## src/rtl/ram_port_arbiter.sv

```systemverilog
// ram_port_arbiter
// Arbitrates the single-port program/data RAM between two requesters.
// Port A (CPU fetch/data) has default priority. Port B (loader/debug) has
// starvation protection and can lock the RAM for a burst. The grant, address
// and write-data paths are combinational. Read data comes back to the winner
// one cycle after its grant.

module ram_port_arbiter #(
  parameter int ADDR_WIDTH = 8,
  parameter int DATA_WIDTH = 12,
  parameter int MAX_WAIT   = 4   // legal range 1..15
) (
  input  logic                  clk,
  input  logic                  reset,

  // Port A: CPU fetch/data
  input  logic                  a_req,
  input  logic                  a_we,
  input  logic [ADDR_WIDTH-1:0] a_addr,
  input  logic [DATA_WIDTH-1:0] a_wdata,
  output logic                  a_gnt,
  output logic                  a_rvalid,
  output logic [DATA_WIDTH-1:0] a_rdata,

  // Port B: program loader/debug
  input  logic                  b_req,
  input  logic                  b_we,
  input  logic [ADDR_WIDTH-1:0] b_addr,
  input  logic [DATA_WIDTH-1:0] b_wdata,
  input  logic                  b_lock,
  output logic                  b_gnt,
  output logic                  b_rvalid,
  output logic [DATA_WIDTH-1:0] b_rdata,

  output logic                  lock_active,

  // RAM side
  output logic [ADDR_WIDTH-1:0] ram_addr,
  output logic [DATA_WIDTH-1:0] ram_din,
  output logic                  ram_we,
  input  logic [DATA_WIDTH-1:0] ram_dout
);

  typedef enum logic {
    IDLE   = 1'b0,
    LOCKED = 1'b1
  } state_t;

  // Forced-grant threshold, sized to match the 4-bit starvation counter.
  localparam logic [3:0] MAX_WAIT_C = 4'(MAX_WAIT);

  state_t     state;
  logic [3:0] starve_cnt;
  logic       b_forced;

  assign b_forced = (starve_cnt == MAX_WAIT_C);

  // Grant decision: B owns the RAM while locked, otherwise A wins unless B
  // has waited MAX_WAIT consecutive cycles.
  always_comb begin
    // NOTE: every output of a combinational block gets a default first so
    // no path leaves it unassigned, which would infer a latch.
    a_gnt = 1'b0;
    b_gnt = 1'b0;
    if (state == LOCKED) begin
      b_gnt = b_req;
    end else begin
      b_gnt = b_req && (!a_req || b_forced);
      a_gnt = a_req && !b_gnt;
    end
  end

  // RAM drive: mux the winner's address, data and write enable; park at zero
  // when nobody is granted.
  always_comb begin
    ram_addr = '0;
    ram_din  = '0;
    ram_we   = 1'b0;
    if (b_gnt) begin
      ram_addr = b_addr;
      ram_din  = b_wdata;
      ram_we   = b_we;
    end else if (a_gnt) begin
      ram_addr = a_addr;
      ram_din  = a_wdata;
      ram_we   = a_we;
    end
  end

  // Lock FSM with registered lock_active, plus the B starvation counter.
  always_ff @(posedge clk or posedge reset) begin
    if (reset) begin
      state       <= IDLE;
      lock_active <= 1'b0;
      starve_cnt  <= 4'd0;
    end else begin
      // NOTE: sequential state uses non-blocking assignments so every flop
      // samples the pre-edge values regardless of statement order.
      case (state)
        IDLE: begin
          if (b_gnt && b_lock) begin
            state       <= LOCKED;
            lock_active <= 1'b1;
          end
        end
        LOCKED: begin
          if (!b_lock || !b_req) begin
            state       <= IDLE;
            lock_active <= 1'b0;
          end
        end
        default: begin
          state       <= IDLE;
          lock_active <= 1'b0;
        end
      endcase

      // Count consecutive denied B cycles; a grant or a dropped request
      // clears it, and the counter sits at zero for the whole lock.
      if (state == LOCKED) begin
        starve_cnt <= 4'd0;
      end else if (b_req && !b_gnt) begin
        if (!b_forced) begin
          starve_cnt <= starve_cnt + 4'd1;
        end
      end else begin
        starve_cnt <= 4'd0;
      end
    end
  end

  // Read return: capture RAM data at the end of a granted read and pulse
  // rvalid for the following cycle; rdata holds between reads.
  always_ff @(posedge clk or posedge reset) begin
    if (reset) begin
      // NOTE: the returned-data registers are reset too, so a read that was
      // in flight at reset is discarded rather than surfacing afterwards.
      a_rvalid <= 1'b0;
      b_rvalid <= 1'b0;
      a_rdata  <= '0;
      b_rdata  <= '0;
    end else begin
      a_rvalid <= a_gnt && !a_we;
      b_rvalid <= b_gnt && !b_we;
      if (a_gnt && !a_we) begin
        a_rdata <= ram_dout;
      end
      if (b_gnt && !b_we) begin
        b_rdata <= ram_dout;
      end
    end
  end

endmodule
```

## config.mk

```make
export PLATFORM = sky130hd
export DESIGN_NAME = ram_port_arbiter
export DESIGN_NICKNAME = d
export VERILOG_FILES = /design/src/rtl/ram_port_arbiter.sv
export SDC_FILE = /design/constraint.sdc
export NUM_CORES = 1
export LEC_CHECK = 0
export BUFFER_PORTS_ARGS = -buffer_cell sky130_fd_sc_hd__buf_2
export CORE_MARGIN = 2
export CORE_UTILIZATION = 30
export DETAILED_ROUTE_END_ITERATION = 10
export MAX_ROUTING_LAYER = met4
export PLACE_DENSITY = 0.71
export SLEW_MARGIN = 20
export SYNTH_ARGS = -nofsm -noshare
export SYNTH_HDL_FRONTEND = slang
export SYNTH_SLANG_ARGS = --single-unit
```

## constraint.sdc

```tcl
create_clock -name clk -period 1.8 [get_ports clk]
set_clock_uncertainty 0.15 [all_clocks]
set_input_delay 0.09 -clock clk [delete_from_list [all_inputs] [get_ports clk]]
set_output_delay 0.09 -clock clk [all_outputs]
set_load 0.03 [all_outputs]
```

[Word level (Yosys, flattened, before mapping)]
Cells that the tools add are included.
Cells by class
  $add $sub $neg: 1
  equality and inequality tests: 4
  multiplexer cells: 17
  bitwise logic cells: 1
  reduce and logical (&&, ||, !) cells: 16
Operator list (count)
  $mux W12: 2
  $mux W8: 2
  $mux W4: 3
  $mux W1: 8
  $logic_not A1 Y1: 7
  $logic_and A1 B1 Y1: 6
  $add A4 B1 Y4 const B: 1
  $eq A4 B3 Y1 const B: 1
  $pmux W1 S2: 2
  $ne A3 B3 Y1 const B: 1
  $logic_or A1 B1 Y1: 2
  $ne A2 B1 Y1 const B: 1
  $ne A2 B2 Y1 const B: 1
  $reduce_and A2 Y1: 1
  $not A1 Y1: 1
Word-level totals
  register bits: 32
  output and inout port bits: 50

[Longest topological paths before layout]
Gate-level depths: netlist (run 1).
  depth in word-level cells: 8
  gate-level depth with buffers: 6
  depth with buffers taken out: 5

[Worst setup path after synthesis (run 1)]
No wires, ideal clock.
  path kind: flip-flop to output port
  start point: register starve_cnt[0]
  end point: output ram_addr[1]
  data arrival time: 1761 ps
  required time: 1560 ps
  path slack: -201 ps
  stages on the path, launching flop included: 7
  path buffers: 1
  cells stage by stage: dfrtp_1 -> inv_1 -> ha_1 -> and3b_4 -> o21ai_1 -> clkbuf_1 -> o21ai_0
Between the ends
  longest elaborated chain between the ends: 8
RTL lines
  start, declared: line 53  | logic [3:0] starve_cnt;
  start signal, assigned: line 124  | starve_cnt <= starve_cnt + 4'd1;
  $eq A4 B3 Y1 (*): line 56  | assign b_forced = (starve_cnt == MAX_WAIT_C);
  $logic_or A1 B1 Y1 (*): line 68  | b_gnt = b_req && (!a_req || b_forced);
  $logic_and A1 B1 Y1 (*): line 68
  $logic_not A1 Y1: line 69  | a_gnt = a_req && !b_gnt;
  $logic_and A1 B1 Y1: line 69
  $mux W1: line 65  | if (state == LOCKED) begin
  $mux W8: line 83  | end else if (a_gnt) begin
  $mux W8 (*): line 79  | if (b_gnt) begin
  end, declared: line 38  | output logic [ADDR_WIDTH-1:0] ram_addr,
Every way passes the cells marked *; elsewhere a longest branch is shown, timed or not.

[Worst setup path after layout (run 1)]
  start point: register starve_cnt[0]
  end point: output ram_addr[3]
The elaborated chain is that of the path after synthesis.

==> metrics.md, run 1 <==
| Metric | Value |
|---|---|
| PD cells | `827 mW/mm^2` |
| Critical path required time | `approximately 1.6 ns` |
| Fin Setup TNS | `-2.63 ns` |
| IO Pins | `~110` |
| Gr usage total | `16.8%` |
| Placed cell count | `around 330` |
| Slew Viols, Final | `0` |
| Routability congestion estimate | `about 0.7` |
| RR Startpoint | `starve_cnt[0]$_DFFE_PP0P_` |
| Post-synthesis sequential area ratio | `49.0%` |
| Failing checks | `setup timing` |
| Max-cap violations | `0` |
| Type of element launching the critical path | `flip-flop` |
| Average size of a mapped cell | `between 10 and 15 um^2` |
| Fin worst setup slack | `-0.103 ns` |
| Static leakage | `around 1.5 nW` |
| Hold Path Stages | `2` |
| DRT iter0 DRCs | `25` |
| Final hold viol count | `0` |
| Largest net degree at the start of global routing | `33` |
| Skew-Pair Late Insertion Delay | `between 0.2 and 0.3 ns` |
| Fin crit share | `106%` |
| Port Buf Inserts | `108` |
| First-pass GRT wire length | `between 7 and 8 mm` |
| Clock-pin slew on the worst setup and hold paths | `roughly 0.060 ns` |
| Share of cells above drive strength 1 | `between 60 and 70%` |
| Cell Area, Synth | `~0.0016 mm^2` |
| Die Ht | `between 70 and 80 um` |
| Via/cell ratio | `4.55` |
| Clk buf depth | `2` |
| R2r setup slk | `-0.08 ns` |
| Final HPWL DP | `3.23 mm` |
| Vias in the first global route | `between 1500 and 2000` |
| Total Wirelength | `just under 5 mm` |
| Syn-to-layout area delta | `75.6%` |
| Die ar. | `roughly 0.0060 mm^2` |
| Core Area | `0.00517 mm^2` |
| Cell Rows | `26` |
| Die span in x | `between 70 and 80 um` |
| Drt first pass iters | `4` |
| HP Class | `input port to flip-flop` |
| Initial antenna violation count | `0` |
| Crit path kind | `flip-flop to primary output` |
| Synthesized net count | `216` |
| Routed length per instance | `13.5 um` |
| Final nets | `between 300 and 400` |
| Diode count | `0` |
| FMAX | `about 0.53 GHz` |
| Worst R2R Path Depth | `7` |
| H-Tree Level Count | `2` |
| Peak supply drop | `0.571 mV` |
| Critical R2R Capture | `b_rdata[2]$_DFFE_PP0P_` |
| Yosys reg bits | `32` |
| Num CTS Buffers | `5` |
| Via count | `1658` |
| Hold path start | `b_req` |
| Worst EP arrival | `roughly 1.7 ns` |
| Outcome | `finished, violations left` |
| Synth warn | `0` |
| CP endpoint kind | `primary output` |
| CTS tree | `yes` |
| Routed Antenna Nets | `0` |
| Min Tclk post-route | `1.90 ns` |
| Effective utilization at floorplan | `approximately a third` |
| Crit Path Max Fanout | `5` |
| Final Setup Violations | `34` |
| # clock sinks | `32` |
| Post-route insts no fill | `364` |
| Unrepaired setup endpoints after global routing | `yes` |
| CTS Root Cell | `clkbuf_8` |
| Cell variety after synth | `24` |
| Total gr overflow | `0` |
| Worst Hold Path EP | `starve_cnt[3]$_DFFE_PP0P_` |
| Gate count of the mapped netlist | `roughly 160` |
| Max_slew headroom | `between 70% and 80%` |
| DRC | `0` |
| # fillers | `447` |
| Worst slew pin tran | `a little over 0.4 ns` |
| Worst hold slack | `between 0.02 and 0.03 ns` |
==> how the worst max path moves through the flow <==
stage | depth (start not counted) | slack [ns] | startpoint | end
final | 7 | -0.10 | starve_cnt[0]$_DFFE_PP0P_ | ram_addr[3]
after global routing | 7 | -0.17 | starve_cnt[0]$_DFFE_PP0P_ | ram_addr[6]
after CTS | 7 | -0.11 | starve_cnt[0]$_DFFE_PP0P_ | ram_din[6]
after detailed placement | 5 | 0.003 | starve_cnt[0]$_DFFE_PP0P_ | b_rdata[9]$_DFFE_PP0P_
after global placement | 5 | 0.05 | starve_cnt[0]$_DFFE_PP0P_ | b_rdata[8]$_DFFE_PP0P_
after floorplan | 6 | -0.20 | starve_cnt[0]$_DFFE_PP0P_ | ram_addr[1]
==> synth_stat cells <==
cell type  count  area (um^2)
nor2b_1        1         6.26
inv_1         26         97.6
o21ai_1        2         10.0
and3b_4        1         12.5
nor2_1         2         7.51
dfrtp_1       32          801
nand3b_2       1         11.3
mux2_2        15          169
or2_2          1         6.26
nand4b_1       1         8.76
o211a_4        1         17.5
xnor2_1        1         8.76
and3_1         4         25.0
o2bb2ai_1      1         8.76
xor2_1         1         8.76
mux2_4         9          135
ha_1           2         25.0
o21ai_0       20          100
nand2_1        2         7.51
buf_6          2         22.5
nand2b_1       1         6.26
a21oi_1        1         5.00
clkbuf_1       6         22.5
nand3_1       22          110
==> cell type report <==
type | count | area [um^2] | share of cell area (%)
clock buffer | 8 | 90.1 | 3.14
tap | 70 | 87.6 | 3.05
multi-input combinational | 89 | 797 | 27.8
sequential | 32 | 801 | 27.9
timing repair buffer | 139 | 995 | 34.7
inverter | 26 | 97.6 | 3.40
==> metal layers <==
| metal | vias to the layer above | wire [um] | track usage [%] | part of all wire (%) |
|---|---|---|---|---|
| li1 | 793 | - | - | - |
| met1 | 764 | 1920 | 17.8 | 39 |
| met2 | 93 | 2410 | 29.7 | 49 |
| met3 | 8 | 528 | 5.47 | 11 |
| met4 | 0 | 55 | 5.36 | 1.1 |
| met5 | - | 0 | - | 0 |
==> timing repair <==
item | CTS | global route
pin swaps | 1 | 2
hold buffers | 14 | 0
setup endpoints to repair | 25 | 34
resized for setup | 91 | 6
hold endpoints to repair | 57 | 0
gates cloned | 3 | 0
buffers inserted | 3 | 3
==> worst max-delay path, stage by stage (launching register included) <==
cell and delay (ns):
dfrtp_1 0.36, inv_2 0.06, ha_4 0.15, and3b_4 0.20
o21ai_4 0.21, buf_6 0.17, o21ai_1 0.06, buf_4 0.16
==> report_power, final <==
group	internal, W	switching [W]	leakage [nW]
Clock	0.000311	0.000245	0.0455
Sequential	0.000829	0.0000569	0.389
Combinational	0.000393	0.000537	1.09
==> sequential cells by signal (all words and copies together), names as in the netlist <==
register,cells
starve_cnt,4
lock_active,1
b_rdata,12
b_rvalid,1
a_rdata,12
state,1
a_rvalid,1
==> per-stage QoR <==
| stage | power, W | cell area (um^2) | setup WS (ns) | util [%] |
|---|---|---|---|---|
| final | 0.00237 | 2870 | -0.103 | 55.4 |
| after floorplan | 0.00141 | 1630 | -0.201 | - |
| after global placement | 0.00167 | 2290 | 0.0542 | 44.2 |
| after detailed placement | 0.00168 | 2290 | 0.00325 | 44.2 |
| after CTS | 0.00238 | 2800 | -0.113 | 54.1 |
| after global routing | 0.00250 | 2870 | -0.171 | 55.4 |
==> cell families (layout without fill, tap and decap cells) <==
logic type      Yosys count  in the layout  synth area share [%]
simple gates             36             36                  12.3
buf+inv                  34            173                  8.74
flops                    32             32                  49.0
compound gates           25             25                  8.66
mux                      24             24                  18.6
fa+ha+maj                 2              2                  1.53
xor+xnor                  2              2                  1.07
==> cell usage in the layout (no fill, tap or decap) <==
cell / Yosys / final
o21ai_1: 2 / 2
and3_1: 4 / 4
o21ai_4: 0 / 2
buf_6: 2 / 25
inv_1: 26 / 24
and3b_4: 1 / 1
dfrtp_1: 32 / 32
clkbuf_1: 6 / 2
buf_4: 0 / 11
nand2b_1: 1 / 1
nand3_2: 0 / 1
nor2_1: 2 / 2
o21ai_2: 0 / 18
xnor2_1: 1 / 1
nand3b_2: 1 / 1
ha_1: 2 / 1
inv_2: 0 / 2
dlygate4sd3_1: 0 / 14
nand2_1: 2 / 2
or2_2: 1 / 1
clkbuf_8: 0 / 6
o2bb2ai_1: 1 / 1
nor2b_1: 1 / 1
mux2_2: 15 / 15
xor2_1: 1 / 1
o211a_4: 1 / 1
buf_2: 0 / 86
nand4b_1: 1 / 1
nand3_1: 22 / 21
mux2_4: 9 / 9
ha_4: 0 / 1
buf_12: 0 / 3
a21oi_1: 1 / 1
(Power assumes the default switching activity.)
==> run 2: changes to the inputs <==
Settings changed: PLACE_DENSITY 0.71 to 0.61.
==> run 2 against run 1 <==
  * The run still ends with setup timing left
  * Clock power fell by 3.8%
  * Sequential share of layout area up 0.17 points
  * Combinational power shrank 2%
  * Maximum frequency shrank 0.39%
  * Design area decreased by 0.61%
  * Routed wire length decreased by 1.3%
  * Largest cell class unchanged
  * Core utilization decreased by 0.34 points
  * Setup slack worse by 0.0075 ns
  * Total power down 1.5%
  * Non-clock buffer count down 1
==> metrics.md, run 2 (synthesis results as in run 1) <==
| Metric | Value |
|---|---|
| Outcome | `finished, violations left` |
| Failing checks | `setup timing` |
| Routed length per instance | `13.3 um (-1.1%)` |
| Cell Area, Placed | `0.00228 mm^2 (-0.33%)` |
| Routability congestion estimate | `0.725 (+2.8%)` |
| Routed Antenna Nets | `0 (unchanged)` |
| DRC | `0 (unchanged)` |
| Cell Rows | `26 (unchanged)` |
| Total Wirelength | `4.85 mm (-1.3%)` |
| Syn-to-layout area delta | `74.6%` |
| HP Class | `input port to flip-flop` |
| Crit path kind | `flip-flop to primary output` |
| Placed cell count | `332 (-0.30%)` |
| Port Buf Inserts | `108 (unchanged)` |
| Type of element launching the critical path | `flip-flop` |
| Gr usage total | `15.2% (-1.6 points)` |
| Initial antenna violation count | `0 (unchanged)` |
| Crit Path Max Fanout | `5 (unchanged)` |
| Peak supply drop | `0.604 mV (+5.8%)` |
| Worst EP arrival | `1.67 ns (about the same)` |
| DRT iter0 DRCs | `41 (+64%)` |
| Finished layout cell area | `0.00285 mm^2 (-0.61%)` |
| FMAX | `0.524 GHz (-0.39%)` |
| Final Setup Violations | `32 (-5.9%)` |
| Total gr overflow | `0 (unchanged)` |
| Largest net degree at the start of global routing | `33 (unchanged)` |
| Clk buf depth | `2 (unchanged)` |
| Total power | `0.00234 W (-1.5%)` |
| Final nets | `353 (-0.28%)` |
| Commonest non-fill, non-tap cell in the layout | `buf_2` |
| Place WS | `0.00240 ns (-0.000854 ns)` |
| Fin worst setup slack | `-0.110 ns (-0.00753 ns)` |
| Core Area | `0.00517 mm^2 (unchanged)` |
| Via/cell ratio | `4.56 (+0.15%)` |
| # clock sinks | `32 (unchanged)` |
| PD cells | `819 mW/mm^2 (-0.89%)` |
| Static leakage | `1.52 nW (-0.57%)` |
| CTS Root Cell | `clkbuf_8` |
| Die Ht | `77.8 um (unchanged)` |
| Worst slew pin tran | `0.410 ns (+0.00587 ns)` |
| Largest registers | `a_rdata: 12 flops, b_rdata: 12 flops, starve_cnt: 4 flops` |
| Final hold viol count | `0 (unchanged)` |
| Effective utilization at floorplan | `31.6% (unchanged)` |
| Worst hold slack | `0.0248 ns (-0.00116 ns)` |
| Die ar. | `0.00605 mm^2 (unchanged)` |
| Num CTS Buffers | `5 (unchanged)` |
| # fillers | `440 (-1.6%)` |
| CP endpoint kind | `primary output` |
| Fin crit share | `106% (+0.42 points)` |
| Min Tclk post-route | `1.91 ns (+0.00753 ns)` |
| IO Pins | `109 (unchanged)` |
| H-Tree Level Count | `2 (unchanged)` |
| First-pass GRT wire length | `7.06 mm (-10%)` |
| Most frequent cells in the layout | `85 x buf_2, 32 x dfrtp_1, 24 x buf_6` |
| Skew-Pair Late Insertion Delay | `0.28 ns (about the same)` |
| Die span in x | `77.8 um (unchanged)` |
| Diode count | `0 (unchanged)` |
| Clock-pin slew on the worst setup and hold paths | `0.07 ns (about the same)` |
| Vias in the first global route | `1503 (-11%)` |
| Post-route insts no fill | `363 (-0.27%)` |
| Max_slew headroom | `72.7% (-0.39 points)` |
| Max-cap violations | `0 (unchanged)` |
| CTS tree | `yes` |
| Final HPWL DP | `3.12 mm (-3.2%)` |
| Unrepaired setup endpoints after global routing | `yes` |
| Share of cells above drive strength 1 | `62.1% (-0.13 points)` |
| Critical path required time | `1.56 ns (about the same)` |
| Slew Viols, Final | `0 (unchanged)` |
| Via count | `1656 (-0.12%)` |
| Drt first pass iters | `4 (unchanged)` |
[run 2: cell types whose count changed in the layout (fill, tap and decap cells not counted), sizes merged]
| cell | before | now |
|---|---|---|
| buf | 125 | 123 |
| clkbuf | 8 | 5 |
| clkinv | 0 | 3 |
| dlygate4sd3 | 14 | 15 |
[run 2: area by class of cell]
| class | count | area (um^2) | area share (%) |
|---|---|---|---|
| Clock inverter | 3 | 18.8 | 0.658 |
| Tap cell | 70 | 87.6 | 3.07 |
| Multi-Input combinational cell | 89 | 788 | 27.7 |
| Inverter | 26 | 97.6 | 3.42 |
| Timing Repair Buffer | 138 | 988 | 34.7 |
| Sequential cell | 32 | 801 | 28.1 |
| Clock buffer | 5 | 68.8 | 2.41 |
[run 2: layer usage]
metal / up-vias / GRT usage, % / share of wire [%]
met1: 772 / 17.8 / 40
met2: 86 / 25.2 / 49
met3: 6 / 4.65 / 9.6
li1: 792 / - / -
met4: 0 / 4.29 / 1.1
met5: - / - / 0
[run 2: worst paths after layout]
kind	startpoint	to	slack (ns)	cells after the start
setup / recovery	starve_cnt[0]$_DFFE_PP0P_	ram_addr[3]	-0.11	7
hold / removal	b_req	starve_cnt[3]$_DFFE_PP0P_	0.02	2
setup reg to reg	starve_cnt[0]$_DFFE_PP0P_	b_rdata[7]$_DFFE_PP0P_	-0.05	7
hold reg to reg	a_rdata[7]$_DFFE_PP0P_	a_rdata[7]$_DFFE_PP0P_	0.35	1
max in group asynchronous	reset	starve_cnt[2]$_DFFE_PP0P_	0.92	4
min in group asynchronous	reset	state$_DFF_PP0_	0.27	4
[run 2: where the power goes]
group          internal, W  switching [W]  total, W
sequential        0.000828      0.0000583  0.000887
clock             0.000269       0.000267  0.000535
combinational     0.000386       0.000528  0.000914
[run 2: worst max-delay path: stages, from the launching register on]
cell and delay (ns):
dfrtp_1 0.36, inv_2 0.05, ha_4 0.15, and3b_4 0.20, o21ai_4 0.23, buf_6 0.16, o21ai_1 0.06, buf_4 0.17
[run 2: per-stage QoR]
step                utilization (%)  setup TNS (ns)
finish                         55.1           -2.44
global route                   55.1           -4.97
CTS                            51.4           -2.75
detailed placement             44.1               0
global placement               44.1               0
floorplan                         -           -3.66
[run 2: repair_timing]
| action | in CTS | in global routing |
|---|---|---|
| buffers inserted | 3 | 2 |
| gates cloned | 1 | 2 |
| setup endpoints to repair | 25 | 34 |
| hold buffers | 15 | 0 |
| pin swaps | 0 | 3 |
| gates resized for setup | 38 | 60 |
| endpoints found under the hold margin | 57 | 0 |
